[src/rtl/hazard_ctrl_if.sv]
`default_nettype none
// ============================================================================
// Module      : hazard_ctrl_if
// Description : Signal bundle between the pipeline stages (ID/EX/fetch) and
//               the hazard/sequencing controller.
// Revision    : 1.0 - initial release
// ============================================================================
interface hazard_ctrl_if #(
    parameter int CNT_W = 16
) ();
    // Observations from the ID and EX stages
    logic             id_valid;
    logic [4:0]       id_rs1;
    logic [4:0]       id_rs2;
    logic             id_uses_rs1;
    logic             id_uses_rs2;
    logic             ex_valid;
    logic             ex_is_load;
    logic [4:0]       ex_rd;
    logic             ex_busy;
    logic             ex_redirect;
    logic [31:0]      ex_target;
    logic             halt_req;

    // Controls toward fetch and the ID/EX register
    logic             stall;
    logic             issue_nop;
    logic             jmp;
    logic [31:0]      jmp_pc;
    logic             id_ex_bubble;
    logic             id_ex_hold;
    logic             flush_id;
    logic             halt_ack;
    logic [CNT_W-1:0] stall_cnt;
    logic [CNT_W-1:0] flush_cnt;

    // Controller side: watches the stages, drives the sequencing controls
    modport master (
        input  id_valid, id_rs1, id_rs2, id_uses_rs1, id_uses_rs2,
        input  ex_valid, ex_is_load, ex_rd, ex_busy, ex_redirect, ex_target,
        input  halt_req,
        output stall, issue_nop, jmp, jmp_pc, id_ex_bubble, id_ex_hold,
        output flush_id, halt_ack, stall_cnt, flush_cnt
    );

    // Pipeline side: reports stage contents, obeys the sequencing controls
    modport slave (
        output id_valid, id_rs1, id_rs2, id_uses_rs1, id_uses_rs2,
        output ex_valid, ex_is_load, ex_rd, ex_busy, ex_redirect, ex_target,
        output halt_req,
        input  stall, issue_nop, jmp, jmp_pc, id_ex_bubble, id_ex_hold,
        input  flush_id, halt_ack, stall_cnt, flush_cnt
    );
endinterface
`default_nettype wire

[src/rtl/hazard_ctrl.sv]
`default_nettype none
// ============================================================================
// Module      : hazard_ctrl
// Description : RV32IC front-end sequencing controller. Resolves load-use
//               hazards, EX redirects with a post-redirect NOP window,
//               multi-cycle EX waits and debug halt/drain; counts stall
//               cycles and taken redirects.
// Revision    : 1.0 - initial release
// ============================================================================
module hazard_ctrl #(
    parameter int FLUSH_CYCLES = 1,
    parameter int CNT_W        = 16
) (
    input  wire logic      clk,
    input  wire logic      reset,
    hazard_ctrl_if.master  bus
);

    localparam logic [2:0] c_RUN     = 3'd0;
    localparam logic [2:0] c_FLUSH   = 3'd1;
    localparam logic [2:0] c_MC_WAIT = 3'd2;
    localparam logic [2:0] c_DRAIN   = 3'd3;
    localparam logic [2:0] c_HALTED  = 3'd4;

    localparam logic [2:0] c_FLUSH_LOAD = 3'(FLUSH_CYCLES);

    logic [2:0]       state_q, state_d;
    logic [2:0]       cnt_q, cnt_d;
    logic [CNT_W-1:0] stall_cnt_q;
    logic [CNT_W-1:0] flush_cnt_q;

    logic             w_load_use;
    logic             w_redir;
    logic             w_stall;
    logic             w_issue_nop;
    logic             w_jmp;
    logic [31:0]      w_jmp_pc;
    logic             w_bubble;
    logic             w_hold;
    logic             w_flush_id;
    logic             w_halt_ack;

    // The load in EX writes a register that the ID instruction actually reads
    assign w_load_use = bus.ex_valid & bus.ex_is_load & (bus.ex_rd != 5'd0) & bus.id_valid &
                        ((bus.id_uses_rs1 & (bus.id_rs1 == bus.ex_rd)) |
                         (bus.id_uses_rs2 & (bus.id_rs2 == bus.ex_rd)));

    // A redirect only counts once the EX unit has produced its result
    assign w_redir = bus.ex_valid & bus.ex_redirect & ~bus.ex_busy;

    // State and flush-window counter registers
    always_ff @(posedge clk) begin
        if (reset) begin
            state_q <= c_RUN;
            cnt_q   <= 3'd0;
        end else begin
            state_q <= state_d;
            cnt_q   <= cnt_d;
        end
    end

    // Next-state selection; MC_WAIT falls back to RUN rules once busy drops
    always_comb begin
        state_d = state_q;
        cnt_d   = cnt_q;
        case (state_q)
            c_FLUSH: begin
                if (w_redir) begin
                    state_d = c_FLUSH;
                    cnt_d   = c_FLUSH_LOAD;
                end else if (cnt_q <= 3'd1) begin
                    state_d = c_RUN;
                end else begin
                    cnt_d = cnt_q - 3'd1;
                end
            end
            c_DRAIN: begin
                if (!bus.halt_req) begin
                    // Abandoned halt: a redirect seen now still needs its NOP window
                    if (w_redir) begin
                        state_d = c_FLUSH;
                        cnt_d   = c_FLUSH_LOAD;
                    end else begin
                        state_d = c_RUN;
                    end
                end else if (!bus.ex_valid && !bus.ex_busy) begin
                    state_d = c_HALTED;
                end
            end
            c_HALTED: begin
                if (!bus.halt_req) begin
                    state_d = c_RUN;
                end
            end
            default: begin
                // RUN, and MC_WAIT (busy keeps it there, release re-evaluates as RUN)
                if (w_redir) begin
                    state_d = c_FLUSH;
                    cnt_d   = c_FLUSH_LOAD;
                end else if (bus.ex_busy) begin
                    state_d = c_MC_WAIT;
                end else if (w_load_use) begin
                    state_d = c_RUN;
                end else if (bus.halt_req) begin
                    state_d = c_DRAIN;
                end else begin
                    state_d = c_RUN;
                end
            end
        endcase
    end

    // Control outputs from state plus live inputs, all forced low during reset
    always_comb begin
        w_stall     = 1'b0;
        w_issue_nop = 1'b0;
        w_jmp       = 1'b0;
        w_bubble    = 1'b0;
        w_hold      = 1'b0;
        w_flush_id  = 1'b0;
        w_halt_ack  = 1'b0;
        w_jmp_pc    = 32'd0;
        if (!reset) begin
            case (state_q)
                c_FLUSH: begin
                    if (w_redir) begin
                        w_jmp      = 1'b1;
                        w_flush_id = 1'b1;
                        w_bubble   = 1'b1;
                    end else begin
                        w_issue_nop = 1'b1;
                        w_bubble    = 1'b1;
                    end
                end
                c_DRAIN: begin
                    w_stall  = 1'b1;
                    w_bubble = 1'b1;
                    if (w_redir) begin
                        w_jmp      = 1'b1;
                        w_flush_id = 1'b1;
                    end
                end
                c_HALTED: begin
                    w_halt_ack = 1'b1;
                    w_stall    = 1'b1;
                    w_bubble   = 1'b1;
                end
                default: begin
                    if (w_redir) begin
                        w_jmp      = 1'b1;
                        w_flush_id = 1'b1;
                        w_bubble   = 1'b1;
                    end else if (bus.ex_busy) begin
                        w_stall = 1'b1;
                        w_hold  = 1'b1;
                    end else if (w_load_use) begin
                        w_stall  = 1'b1;
                        w_bubble = 1'b1;
                    end else if (bus.halt_req) begin
                        w_stall  = 1'b1;
                        w_bubble = 1'b1;
                    end
                end
            endcase
        end
        // Target is only visible while jmp is asserted
        if (w_jmp) begin
            w_jmp_pc = bus.ex_target;
        end
    end

    // Performance counters: stall cycles and taken redirects, wrapping
    always_ff @(posedge clk) begin
        if (reset) begin
            stall_cnt_q <= '0;
            flush_cnt_q <= '0;
        end else begin
            stall_cnt_q <= stall_cnt_q + CNT_W'(w_stall);
            flush_cnt_q <= flush_cnt_q + CNT_W'(w_jmp);
        end
    end

    assign bus.stall        = w_stall;
    assign bus.issue_nop    = w_issue_nop;
    assign bus.jmp          = w_jmp;
    assign bus.jmp_pc       = w_jmp_pc;
    assign bus.id_ex_bubble = w_bubble;
    assign bus.id_ex_hold   = w_hold;
    assign bus.flush_id     = w_flush_id;
    assign bus.halt_ack     = w_halt_ack;
    assign bus.stall_cnt    = stall_cnt_q;
    assign bus.flush_cnt    = flush_cnt_q;

endmodule
`default_nettype wire

[src/flat_wrapper.sv]
// flat-port wrapper written by rule: the top's interface ports become plain ports
module hazard_ctrl_flat 
#(
    parameter int FLUSH_CYCLES = 1,
    parameter int CNT_W        = 16
)
  (clk, reset, bus_id_valid, bus_id_rs1, bus_id_rs2, bus_id_uses_rs1, bus_id_uses_rs2, bus_ex_valid, bus_ex_is_load, bus_ex_rd, bus_ex_busy, bus_ex_redirect, bus_ex_target, bus_halt_req, bus_stall, bus_issue_nop, bus_jmp, bus_jmp_pc, bus_id_ex_bubble, bus_id_ex_hold, bus_flush_id, bus_halt_ack, bus_stall_cnt, bus_flush_cnt);
  hazard_ctrl_if #(.CNT_W(CNT_W)) bus_i ();
  input  wire logic clk;
  input  wire logic reset;
  input wire logic [$bits(bus_i.id_valid)-1:0] bus_id_valid;
  input wire logic [$bits(bus_i.id_rs1)-1:0] bus_id_rs1;
  input wire logic [$bits(bus_i.id_rs2)-1:0] bus_id_rs2;
  input wire logic [$bits(bus_i.id_uses_rs1)-1:0] bus_id_uses_rs1;
  input wire logic [$bits(bus_i.id_uses_rs2)-1:0] bus_id_uses_rs2;
  input wire logic [$bits(bus_i.ex_valid)-1:0] bus_ex_valid;
  input wire logic [$bits(bus_i.ex_is_load)-1:0] bus_ex_is_load;
  input wire logic [$bits(bus_i.ex_rd)-1:0] bus_ex_rd;
  input wire logic [$bits(bus_i.ex_busy)-1:0] bus_ex_busy;
  input wire logic [$bits(bus_i.ex_redirect)-1:0] bus_ex_redirect;
  input wire logic [$bits(bus_i.ex_target)-1:0] bus_ex_target;
  input wire logic [$bits(bus_i.halt_req)-1:0] bus_halt_req;
  output wire logic [$bits(bus_i.stall)-1:0] bus_stall;
  output wire logic [$bits(bus_i.issue_nop)-1:0] bus_issue_nop;
  output wire logic [$bits(bus_i.jmp)-1:0] bus_jmp;
  output wire logic [$bits(bus_i.jmp_pc)-1:0] bus_jmp_pc;
  output wire logic [$bits(bus_i.id_ex_bubble)-1:0] bus_id_ex_bubble;
  output wire logic [$bits(bus_i.id_ex_hold)-1:0] bus_id_ex_hold;
  output wire logic [$bits(bus_i.flush_id)-1:0] bus_flush_id;
  output wire logic [$bits(bus_i.halt_ack)-1:0] bus_halt_ack;
  output wire logic [$bits(bus_i.stall_cnt)-1:0] bus_stall_cnt;
  output wire logic [$bits(bus_i.flush_cnt)-1:0] bus_flush_cnt;
  assign bus_i.id_valid = bus_id_valid;
  assign bus_i.id_rs1 = bus_id_rs1;
  assign bus_i.id_rs2 = bus_id_rs2;
  assign bus_i.id_uses_rs1 = bus_id_uses_rs1;
  assign bus_i.id_uses_rs2 = bus_id_uses_rs2;
  assign bus_i.ex_valid = bus_ex_valid;
  assign bus_i.ex_is_load = bus_ex_is_load;
  assign bus_i.ex_rd = bus_ex_rd;
  assign bus_i.ex_busy = bus_ex_busy;
  assign bus_i.ex_redirect = bus_ex_redirect;
  assign bus_i.ex_target = bus_ex_target;
  assign bus_i.halt_req = bus_halt_req;
  assign bus_stall = bus_i.stall;
  assign bus_issue_nop = bus_i.issue_nop;
  assign bus_jmp = bus_i.jmp;
  assign bus_jmp_pc = bus_i.jmp_pc;
  assign bus_id_ex_bubble = bus_i.id_ex_bubble;
  assign bus_id_ex_hold = bus_i.id_ex_hold;
  assign bus_flush_id = bus_i.flush_id;
  assign bus_halt_ack = bus_i.halt_ack;
  assign bus_stall_cnt = bus_i.stall_cnt;
  assign bus_flush_cnt = bus_i.flush_cnt;
  hazard_ctrl #(.FLUSH_CYCLES(FLUSH_CYCLES), .CNT_W(CNT_W)) u_core (.clk(clk), .reset(reset), .bus(bus_i));
endmodule
[config.mk]
export PLATFORM = sky130hd
export DESIGN_NAME = hazard_ctrl_flat
export DESIGN_NICKNAME = d
export VERILOG_FILES = /design/src/rtl/hazard_ctrl_if.sv /design/src/rtl/hazard_ctrl.sv /design/src/flat_wrapper.sv
export SDC_FILE = /design/constraint.sdc
export NUM_CORES = 1
export LEC_CHECK = 0
export CORE_AREA = 2 2 65 67
export DETAILED_ROUTE_END_ITERATION = 10
export DIE_AREA = 0 0 67 69
export DONT_BUFFER_PORTS = 1
export GPL_TIMING_DRIVEN = 0
export PLACE_DENSITY = 0.75
export SETUP_SLACK_MARGIN = 0.4
export SYNTH_ARGS = -nofsm -noshare
export SYNTH_HDL_FRONTEND = slang
export SYNTH_SLANG_ARGS = --single-unit
[constraint.sdc]
create_clock -name clk -period 5 [get_ports clk]
set_input_delay 1 -clock clk [delete_from_list [all_inputs] [get_ports clk]]
set_output_delay 1 -clock clk [all_outputs]
set_load 0.005 [all_outputs]
==> results of run 1 <==
[layer usage]
metal | share of wire [%] | vias to the layer above
met5 | 0 | -
met4 | 1.5 | 0
met3 | 9.0 | 7
met2 | 49 | 104
met1 | 40 | 921
li1 | - | 981
[flip-flops by register name, summed over array words and instances, names as in the netlist]
name,flops
u_core.state_q,3
u_core.cnt_q,3
u_core.bus.flush_cnt,16
u_core.bus.stall_cnt,16
[worst max-delay path, stage by stage]
cell	delay (ns)
clkbuf_1	0.33
clkbuf_1	0.41
buf_1	0.38
nor2_1	0.13
[how the worst max path moves through the flow]
stage | from | endpoint | slack (ns)
6_report | reset | bus_issue_nop | 1.75
5_1_grt | reset | bus_issue_nop | 1.59
4_1_cts | reset | bus_issue_nop | 1.73
3_5_place_dp | reset | u_core.bus.stall_cnt[15] | 1.54
3_3_place_gp | reset | u_core.bus.stall_cnt[12] | 1.58
2_1_floorplan | bus_ex_rd[0] | bus_id_ex_bubble | 1.92
[power breakdown]
part,leakage (nW),switching [mW],internal [mW]
clock,0.0524,0.106,0.149
sequential,0.307,0.00653,0.309
combinational,0.543,0.0377,0.0303
total,0.902,0.150,0.488
[metrics by stage]
stage / instance area (µm²) / cells / setup WS, ns / utilization, % / hold slack (ns)
2_1_floorplan: 2310 / 275 / 1.92 / - / 0.448
3_3_place_gp: 2370 / 325 / 1.58 / 60.5 / 0.463
3_5_place_dp: 2370 / 325 / 1.54 / 60.5 / 0.478
4_1_cts: 2470 / 333 / 1.73 / 63.2 / 0.486
5_1_grt: 2470 / 333 / 1.59 / 63.2 / 0.514
6_report: 2470 / 333 / 1.75 / 63.2 / 0.485
[cell usage after synthesis, drive strengths merged (3+ instances only)]
cell type,count
dfxtp,38
and2,33
nor2,27
xnor2,16
xor2,14
nand3,13
nand2,12
a21oi,11
nand4,11
buf,8
ha,7
nor2b,7
o21ai,7
inv,6
and3,5
clkbuf,5
or3,5
nand2b,3
nor3,3
nor4,3
or4,3
[layout make-up]
cell class                 instances  area [µm²]  share of cell area [%]
clock buffer                       7        76.3                    3.08
inverter                           6        22.5                   0.910
multi-input combinational        218        1460                    58.9
tap                               50        62.6                    2.53
buffer                            13        65.1                    2.63
clock inverter                     1        30.0                    1.21
sequential                        38         761                    30.7
[kinds of logic after synthesis]
family | share of synthesized area, %
and+or+nand+nor | 33.3
AOI/OAI and AO/OA | 13.8
DFF | 33.0
xor gates and xnor gates | 11.4
buffers and inverters | 3.80
adders and majority gates | 3.80
muxes | 0.922
==> summary.md, run 1 <==
| Metric | Value |
|---|---|
| Outcome | `finished clean` |
| CTS tree | `yes` |
| R2R cell count | `11` |
| Cell area after synthesis | `0.00231 mm²` |
| Residual DRC | `0` |
| Max Cap Viol | `0` |
| I/O Pins | `128` |
| Final setup violation count | `0` |
| Most Crowded Layer GR | `met2` |
| Die area | `about 0.0046 mm²` |
| Worst flop-to-flop path endpoint | `u_core.bus.stall_cnt[15]` |
| Hold path cells | `2` |
| Minimum clock period | `3.25 ns` |
| Drt pass-1 iters | `4` |
| GR Layer Usage met2 | `38.4%` |
| Total CTS buffers | `5` |
| RSZ-0062 raised after global routing | `false` |
| ANT cells | `0` |
| Crit start category | `input port` |
| Slew HR | `63.1%` |
| Final WL | `5250 µm` |
| Row count | `23` |
| Worst R2R Setup Slack | `2.09 ns` |
| Worst Path Required | `4.00 ns` |
| RePlAce Congestion | `between 0.8 and 0.9` |
| Most frequent cells in the layout | `38 x dfxtp_1, 33 x and2_1, 27 x nor2_1, 16 x xnor2_1, 14 x xor2_1` |
| Port-buffer cells | `0` |
| Avg WL per Cell | `around 16 µm` |
| Skew final | `0.00674 ns` |
| Cell taking the most area after synthesis | `dfxtp_1` |
| Post-CTS Hold Fix Bufs | `0` |
| Arrival time worst endpoint | `between 2 and 2.5 ns` |
| Post-CTS Setup Inserts | `0` |
| Critical path fanouts, max | `10` |
| P_leak | `0.902 nW` |
| DR iter-0 viols | `99` |
| Synth cell types | `just over 60` |
| Synth-to-Final Area Change | `7.32%` |
| Grt met1 use | `between 20% and 30%` |
| Total power draw | `639 µW` |
| Crit Path Class | `in2out` |
| Antenna Nets Post-Route | `0` |
| Fin. max-slew vios | `0` |
| Die width | `67 µm` |
| Commonest non-fill, non-tap cell in the layout | `dfxtp_1` |
| Vias per cell | `~6.0` |
| Initial Util | `around 59%` |
| Clock root cell | `clkbuf_8` |
| Initial antenna violation count | `0` |
| VDD IR max | `0.131 mV` |
| Post-synthesis sequential area ratio | `33.0%` |
| Clock transition at path regs | `roughly 0.070 ns` |
| Top FF cell, synth | `dfxtp_1` |
| Worst r2r src | `u_core.state_q[1]` |
| CP endpoint kind | `output pin` |
| Share of layout cells above drive strength 1 | `about 8.5%` |
| Worst-skew pair later-pin latency | `0.29 ns` |
| Grt met3 use | `under 10%` |
| Total GRT Usage | `23.2%` |
| Worst Hold End | `u_core.cnt_q[1]` |
| Post-synth EDFFs | `0` |
| Avg Inst Size Synth | `between 8 and 9 µm²` |
| Top cells by area, synth | `dfxtp_1 33%, and2_1 9.0%, xnor2_1 6.1%` |
| Vias in the first global route | `1842` |
| Core area | `0.00391 mm²` |
| Yosys warns | `0` |
| Final hold violations | `0` |
| Die Ht | `69 µm` |
| Deepest clock path buffer count | `2` |
| Share of flip-flops with an asynchronous set or reset | `0%` |
| Yosys top cell area share | `33.0%` |
| Least-Margin Pin Slew | `0.553 ns` |
| # resized after CTS | `0` |
| Fin crit share | `approximately two thirds` |
| Vias post-DR | `2013` |
| Syn nets | `around 340` |
| Hold Path Class | `reg2reg` |
| Cell Pwr Density | `258 mW/mm²` |
| Pin count of the biggest net entering global routing | `13` |
| Fillers | `345` |
| First-pass GRT wire length | `8450 µm` |
| Final HPWL from detailed placement | `around 4100 µm` |
| Final TNS setup | `0 ns` |
| H-tree Lvls | `2` |
| Layout net count | `346` |
| Cells after synthesis | `roughly 280` |
| Total gr overflow | `0` |
| Worst hold start | `u_core.cnt_q[1]` |
| #FFs+latches synth | `38` |
| F_max | `308 MHz` |
| # clock sinks | `38` |
Power figures use the tool's default switching activity.
==> inputs of run 2 (changes only) <==
CORE_AREA = 2 2 67 69   (was 2 2 65 67)
DIE_AREA = 0 0 69 71   (was 0 0 67 69)
PLACE_DENSITY = 0.74   (was 0.75)
clock period = 2.8 ns   (was 5 ns; I/O delays follow)
==> run 2 against run 1 <==
Against the previous run:
- setup slack got worse by 1.3 ns
- critical path depth increased by 7
- wire length increased by 9.0%
- highest routed layer unchanged
- die area increased by 6.0%
- design area increased by 10%
- non-clock buffer count increased by 16
- utilization increased by 1.6 points
- hold slack got worse by 0.0094 ns
==> summary.md, run 2 (synthesis results as in run 1) <==
| Metric | Value |
|---|---|
| Outcome | `finished clean` |
| Crit start category | `flip-flop` |
| WL met1 | `2340 µm` |
| DR top layer | `met4` |
| Vias in the first global route | `1894` |
| I/O Pins | `~130` |
| Hold path cells | `2` |
| Initial antenna violation count | `0` |
| Worst R2R Setup Slack | `0.41 ns` |
| Worst-skew pair later-pin latency | `0.29 ns` |
| Met2 routed WL | `2950 µm` |
| Share of layout cells above drive strength 1 | `20.4%` |
| Crit Path Class | `reg2reg` |
| CP endpoint kind | `flip-flop` |
| Worst flop-to-flop path endpoint | `u_core.bus.stall_cnt[13]` |
| Die Ht | `71 µm` |
| Metal3 WL | `around 360 µm` |
| Final HPWL from detailed placement | `4260 µm` |
| Worst Path Required | `3.02 ns` |
| First-pass GRT wire length | `8820 µm` |
| Core area | `between 0.004 and 0.005 mm²` |
| Residual DRC | `0` |
| Worst r2r src | `u_core.state_q[1]` |
| CP delay by family, top | `simple AND/OR/NAND/NOR gates` |
| ANT cells | `0` |
| Cell Pwr Density | `414 mW/mm²` |
| Final TNS setup | `0 ns` |
| F_max | `418 MHz` |
| Final cell count without fillers | `351` |
| R2R cell count | `11` |
| Least-Margin Pin Slew | `0.563 ns` |
| RePlAce Congestion | `0.905` |
| Minimum clock period | `between 2 and 2.5 ns` |
| Crit-path most repeated cell | `buf_6` |
| Hold Path Class | `in2reg` |
| Fin crit share | `between 80% and 90%` |
| Port-buffer cells | `0` |
| Commonest non-fill, non-tap cell in the layout | `dfxtp_1` |
| Drt pass-1 iters | `4` |
| Final hold slack | `0.475 ns` |
| CP peak stage delay | `0.42 ns` |
| Initial Util | `between 50% and 60%` |
| Crit path cell chain | `buf_6, or3b_4, a21oi_4, o22ai_2, o21ai_2, ha_4, and3_4, buf_6, nand4_4, or3_1, a21oi_1` |
| Vias post-DR | `2115` |
| RSZ-0062 raised after global routing | `true` |
| Deepest clock path buffer count | `2` |
| Total CTS buffers | `5` |
| Vias per cell | `between 6 and 7` |
| Worst path bufs/invs | `2` |
| Most frequent cells in the layout | `35 x dfxtp_1, 33 x and2_1, 26 x nor2_1, 17 x buf_4, 16 x xnor2_1` |
| Clock transition at path regs | `0.08 ns` |
| Synth-to-Final Area Change | `18.2%` |
| Die area | `0.00490 mm²` |
| DR iter-0 viols | `87` |
| Final WL | `5720 µm` |
| CP max stage cell | `or3b_4` |
| Placed Cells | `327` |
| Worst Hold End | `u_core.state_q[2]` |
| Avg WL per Cell | `16.3 µm` |
| Total power draw | `roughly 1.1 mW` |
| Fin. max-slew vios | `0` |
| P_leak | `~1 nW` |
| Crit path launch | `u_core.state_q[1]` |
| Antenna Nets Post-Route | `0` |
| Skew final | `between 0.006 and 0.007 ns` |
| Final setup violation count | `0` |
| Layout net count | `362` |
| Slew HR | `between 60% and 70%` |
| Fillers | `351` |
| # clock sinks | `38` |
| Die width | `about 69 µm` |
| Total GRT Usage | `22.1%` |
| Clock root cell | `clkbuf_8` |
| Critical path fanouts, max | `8` |
| Worst hold start | `bus_halt_req` |
| Row count | `24` |
| H-tree Lvls | `2` |
| Total gr overflow | `0` |
| Final hold violations | `0` |
| Arrival time worst endpoint | `2.61 ns` |
| Max Cap Viol | `0` |
| VDD IR max | `0.260 mV` |
| CTS tree | `yes` |
| Pin count of the biggest net entering global routing | `13` |
run 2: changes by cell type in the layout (fill, tap and decap cells not counted), sizes merged:
cell	delta
clkinvlp	+1
buf	+17
clkinv	+1
bufinv	-1
clkbuf	-2
run 2: worst max-delay path by stage:
stage	to	slack, ns	cells past startpoint
2_1_floorplan	u_core.bus.stall_cnt[12]	0.25	10
3_3_place_gp	u_core.bus.stall_cnt[15]	0.05	11
3_5_place_dp	u_core.bus.stall_cnt[15]	0.02	11
4_1_cts	u_core.bus.stall_cnt[15]	0.41	11
5_1_grt	u_core.bus.stall_cnt[15]	0.33	11
6_report	u_core.bus.stall_cnt[13]	0.41	11
run 2: cell type report:
type / count / area, µm² / area share, %
well taps: 52 / 65.1 / 2.39
multi-input cells: 218 / 1560 / 57.3
plain buffers: 13 / 82.6 / 3.03
repair buffers: 16 / 133 / 4.86
clock buffers: 6 / 82.6 / 3.03
inverters: 6 / 22.5 / 0.826
clock inverters: 2 / 12.5 / 0.459
flip-flops and latches: 38 / 767 / 28.1
run 2: metrics by stage:
step / utilization [%] / setup slack (ns) / area [µm²]
floorplan: - / 0.248 / 2360
global placement: 57.7 / 0.0464 / 2430
detailed placement: 57.7 / 0.0228 / 2430
CTS: 61.0 / 0.409 / 2570
global route: 64.9 / 0.329 / 2730
finish: 64.9 / 0.409 / 2730
run 2: report_power, final:
part           internal, mW  switching, mW  total (mW)
Sequential            0.552         0.0161       0.568
Combinational        0.0853         0.0820       0.167
Clock                 0.198          0.196       0.394
Total                 0.835          0.295        1.13
run 2: what timing repair did:
item,CTS,global route
pin swaps,4,10
gates resized for setup,8,13
setup endpoints to repair,9,15
hold buffers,0,0
buffers inserted,3,13
run 2: metal layers:
metal / GRT usage [%] / vias up
met4: 7.19 / 0
li1: - / 1023
met1: 27.6 / 1002
met2: 37.8 / 85
met3: 5.41 / 5
met5: 0 / -
==> inputs of run 3 (changes only) <==
ABC_CLOCK_PERIOD_IN_PS = 2800   (was default)
==> results of run 3 <==
No change in the layout: final DEF, timing and power equal those of run 2.
